[src/rtl/design67_15_45_core.sv]
// Registered 8-bit datapath block: input stage, accumulator and LFSR feeding a packed 32-bit result word.
// Optional build macro D67_OUT_PARITY_EN replaces out[31] (carry) with even parity over the whole word.
module design67_15_45_core #(
    parameter logic [7:0] LFSR_SEED = 8'h01
) (
    input  logic        clk,
    input  logic        rst,
    input  logic [31:0] in,
    output logic [31:0] out
);

    logic [7:0]  r_inQ;
    logic [7:0]  r_acc;
    logic [7:0]  r_lfsr;
    logic [31:0] r_out;

    logic [8:0]  w_sum;
    logic [7:0]  w_prod;
    logic [3:0]  w_ones;
    logic [7:0]  w_lfsrNext;
    logic [31:0] w_outNext;
    logic [23:0] w_unusedHigh;

    // The upper input bits are don't-care for this block.
    assign w_unusedHigh = in[31:8];

    assign w_sum      = {1'b0, r_inQ} + {1'b0, r_acc};
    assign w_prod     = {4'b0000, r_inQ[3:0]} * {4'b0000, r_inQ[7:4]};
    assign w_lfsrNext = {r_lfsr[6:0], r_lfsr[7] ^ r_lfsr[5] ^ r_lfsr[4] ^ r_lfsr[3]};

    always_comb begin
        w_ones = 4'd0;
        for (int i = 0; i < 8; i++) begin
            w_ones = w_ones + {3'b000, r_inQ[i]};
        end
    end

    always_comb begin
        w_outNext        = 32'd0;
        w_outNext[7:0]   = w_sum[7:0];
        w_outNext[15:8]  = w_prod;
        w_outNext[23:16] = r_lfsr ^ r_inQ;
        w_outNext[27:24] = w_ones;
        w_outNext[28]    = ^r_inQ;
        w_outNext[29]    = (r_inQ == 8'd0);
        w_outNext[30]    = (r_inQ > r_acc);
`ifdef D67_OUT_PARITY_EN
        w_outNext[31]    = ^w_outNext[30:0];
`else
        w_outNext[31]    = w_sum[8];
`endif
    end

    // All state advances every cycle; reset clears immediately regardless of clk.
    always_ff @(posedge clk or negedge rst) begin
        if (!rst) begin
            r_inQ  <= 8'd0;
            r_acc  <= 8'd0;
            r_lfsr <= LFSR_SEED;
            r_out  <= 32'd0;
        end else begin
            r_inQ  <= in[7:0];
            r_acc  <= r_acc + r_inQ;
            r_lfsr <= w_lfsrNext;
            r_out  <= w_outNext;
        end
    end

    assign out = r_out;

endmodule

[config.mk]
export PLATFORM = sky130hd
export DESIGN_NAME = design67_15_45_core
export DESIGN_NICKNAME = d
export VERILOG_FILES = /design/src/rtl/design67_15_45_core.sv
export SDC_FILE = /design/constraint.sdc
export NUM_CORES = 1
export LEC_CHECK = 0
export CORE_UTILIZATION = 45
export CTS_CLUSTER_SIZE = 20
export DETAILED_ROUTE_END_ITERATION = 6
export GPL_ROUTABILITY_DRIVEN = 0
export GPL_TIMING_DRIVEN = 0
export PLACE_DENSITY = 0.71
export RECOVER_POWER = 25
export SLEW_MARGIN = 40
export SYNTH_ARGS = -nofsm -noshare
export SYNTH_HDL_FRONTEND = slang
export SYNTH_SLANG_ARGS = --single-unit
[constraint.sdc]
create_clock -name clk -period 6.03 [get_ports clk]
set_input_delay 1.206 -clock clk [delete_from_list [all_inputs] [get_ports clk]]
set_output_delay 1.206 -clock clk [all_outputs]
set_load 0.1 [all_outputs]
==> summary.md <==
| Metric | Value |
|---|---|
| Total CTS buffers | `5` |
| Final core occ | `0.5707` |
| Initial core utilization | `0.4814` |
| Top cell by count, worst path | `fa_1` |
| Peak VDD IR | `0.0003339 V` |
| Yosys warns | `0` |
| Hold Crit Endpoint | `r_lfsr[3]` |
| Post-synth top cells | `dfrtp_1, ha_1, inv_1` |
| Max layer used | `met4` |
| NumNets Final | `342` |
| DP Cell Count | `327` |
| Register area share after synthesis | `0.4769` |
| Least-Margin Pin Slew | `968.8 ps` |
| Hpwl dp | `3365 um` |
| Number of global-route vias before repair | `1699` |
| WL met3 | `159 um` |
| FMAX | `339.8 MHz` |
| Largest cells by area after synthesis | `dfrtp_1, ha_1, fa_1` |
| Pwr per Cell Area | `501.4 nW/um2` |
| RSZ-0062 raised after global routing | `false` |
| Final hold vios | `0` |
| Final setup violation count | `0` |
| Flops & latches, synth | `48` |
| Number of flops mapped to enable cells by yosys | `0` |
| Post-synth cell types | `30` |
| Worst-Skew Late Latency | `300 ps` |
| Core box area | `5238 um2` |
| Top_reg_cell synth | `dfrtp_1` |
| Critical path class | `reg2reg` |
| Post-Syn Instances | `215` |
| GR Util All Layers | `0.1748` |
| Worst Hold Class | `reg2reg` |
| H-tree lvl count | `2` |
| Leakage | `0.001574 uW` |
| Hold WS | `397.6 ps` |
| Slowest-stage cell, CP | `fa_1` |
| FF-to-FF path depth | `8` |
| Initial DRC count | `37` |
| DR vias | `1572` |
| Crit. End Element | `register` |
| Data arrival, critical path | `3140 ps` |
| End of the worst register-to-register path | `out[26]` |
| Worst Clk Skew | `4.627 ps` |
| CTS Hold Buffers Added | `0` |
| Buf+Inv Stages, Crit Path | `2` |
| # clock sinks | `48` |
| Routed vias/inst | `4.693` |
| Status | `finished clean` |
| DR DRC count | `0` |
| DIE AREA | `5906 um2` |
| DR WL/cell | `12.98 um` |
| Count leader, synth | `dfrtp_1` |
| Die Span X | `76.85 um` |
| Final Total Pwr | `1499 uW` |
| Bufs on Longest Clock Path | `2` |
| Antenna fix cells | `0` |
| Die Ht | `76.85 um` |
| Post-CTS sizing | `0` |
| Pin count of the biggest net entering global routing | `33` |
| IO Port Bufs | `41` |
| Clk slew on worst S/H paths | `90 ps` |
| Synth async-reset ratio | `1.000` |
| WL met1 | `2108 um` |
| Worst path cell trace | `fa_1, inv_1, fa_1, fa_1, inv_1, ha_1, fa_1, xor2_1` |
| Area leader, netlist | `dfrtp_1` |
| Drt first pass iters | `4` |
| Worst R2R Setup Slack | `3090 ps` |
| Final min period | `2943 ps` |
| Setup TNS | `0 ps` |
| Row count | `26` |
| Average instance area after synthesis | `11.73 um2` |
| Crit path largest cell delay | `530 ps` |
| Synthesized area | `2521 um2` |
| Drt total wl | `4349 um` |
| Reg2Reg Launch Point | `r_inQ[3]` |
| Max cap viols | `0` |
| GR Overflow Total | `0` |
| Global-route wire length before repair | `7907 um` |
| Top delay family on crit path | `adder cells` |
| Syn nets | `293` |
| Area delta synth->final | `18.56%` |
| Slew headroom | `0.3541` |
| Initial antenna violation count | `0` |
| Clk Tree Root Cell | `clkbuf_8` |
| Post-synth top area share | `0.4665` |
| Setup repair bufs after CTS | `0` |
| Wire length on met2 | `2019 um` |
| Fillers | `457` |
| CTS tree | `yes` |
| Layout cells sized above 1 | `0.1623` |
| Final ANT Viol Nets | `0` |
| Critical Path RT | `6220 ps` |
| CP Launch Type | `register` |
| Hold Startpoint | `r_lfsr[2]` |
| Period utilisation layout | `0.4880` |
| Slew Limit Fails | `0` |
| Hold path cells | `0` |
| Final std cells w/o fill | `335` |
| Ports | `66` |
| Max FO, Critical Path | `7` |
[placed cells by master, fill, tap and decap left out, drive strengths merged, types with 9 or more instances in the layout]
cell,netlist,routed
fa,9,9
a21oi,9,9
buf,0,33
dfrtp,47,47
xor2,15,15
nand2,12,12
nor2,14,14
ha,35,35
inv,34,34
[worst max path at each step]
stage              from  endpoint  slack, ps  cells past startpoint
2_1_floorplan  r_inQ[0]   out[26]       3260                      8
3_3_place_gp        rst   out[11]       2470                      1
3_5_place_dp   r_inQ[3]   out[26]       3110                      8
4_1_cts        r_inQ[3]   out[26]       3070                      8
5_1_grt        r_inQ[3]   out[26]       2980                      8
6_report       r_inQ[3]   out[26]       3090                      8
[sequential cells by signal (all words and copies together) (netlist names)]
register  count
out          25
r_acc         7
r_inQ         8
r_lfsr        8
[per-stage QoR]
step,cell area (um2),worst slack (ps)
floorplan,2521,3256
global placement,3019,2472
detailed placement,2877,3105
CTS,2993,3073
global route,2989,2975
finish,2989,3087
[layer usage]
metal / global-route usage / up-vias
met1: 0.2307 / 754
met5: 0 / -
met3: 0.04286 / 7
met2: 0.2813 / 28
met4: 0.05769 / 0
li1: - / 783
[power by group]
part / internal (uW) / total [uW] / switching, uW
logic: 185 / 839 / 655
registers: 386 / 424 / 37.6
clock network: 125 / 236 / 111
[cells by family (layout without fill, tap and decap cells)]
group                      count (synthesis)  after routing  share of synthesized area
DFF                                       48             48                     0.4769
adders and majority gates                 44             44                     0.2452
and+or+nand+nor                           42             42                    0.08239
buffers and inverters                     35             85                    0.05211
xor gates and xnor gates                  23             23                    0.07990
AOI/OAI and AO/OA                         22             22                    0.05956
muxes                                      1              1                   0.003970
[area by class of cell]
type | instances | area (um2) | share of cell area
flip-flops and latches | 48 | 1202 | 0.4023
multi-input cells | 132 | 1187 | 0.3972
well taps | 70 | 87.58 | 0.02930
clock buffers | 5 | 68.82 | 0.02302
plain buffers | 1 | 3.754 | 0.001256
inverters | 34 | 127.6 | 0.04270
repair buffers | 42 | 264.0 | 0.08832
clock inverters | 3 | 47.55 | 0.01591
Note: power is estimated with default switching activity, not from simulation.
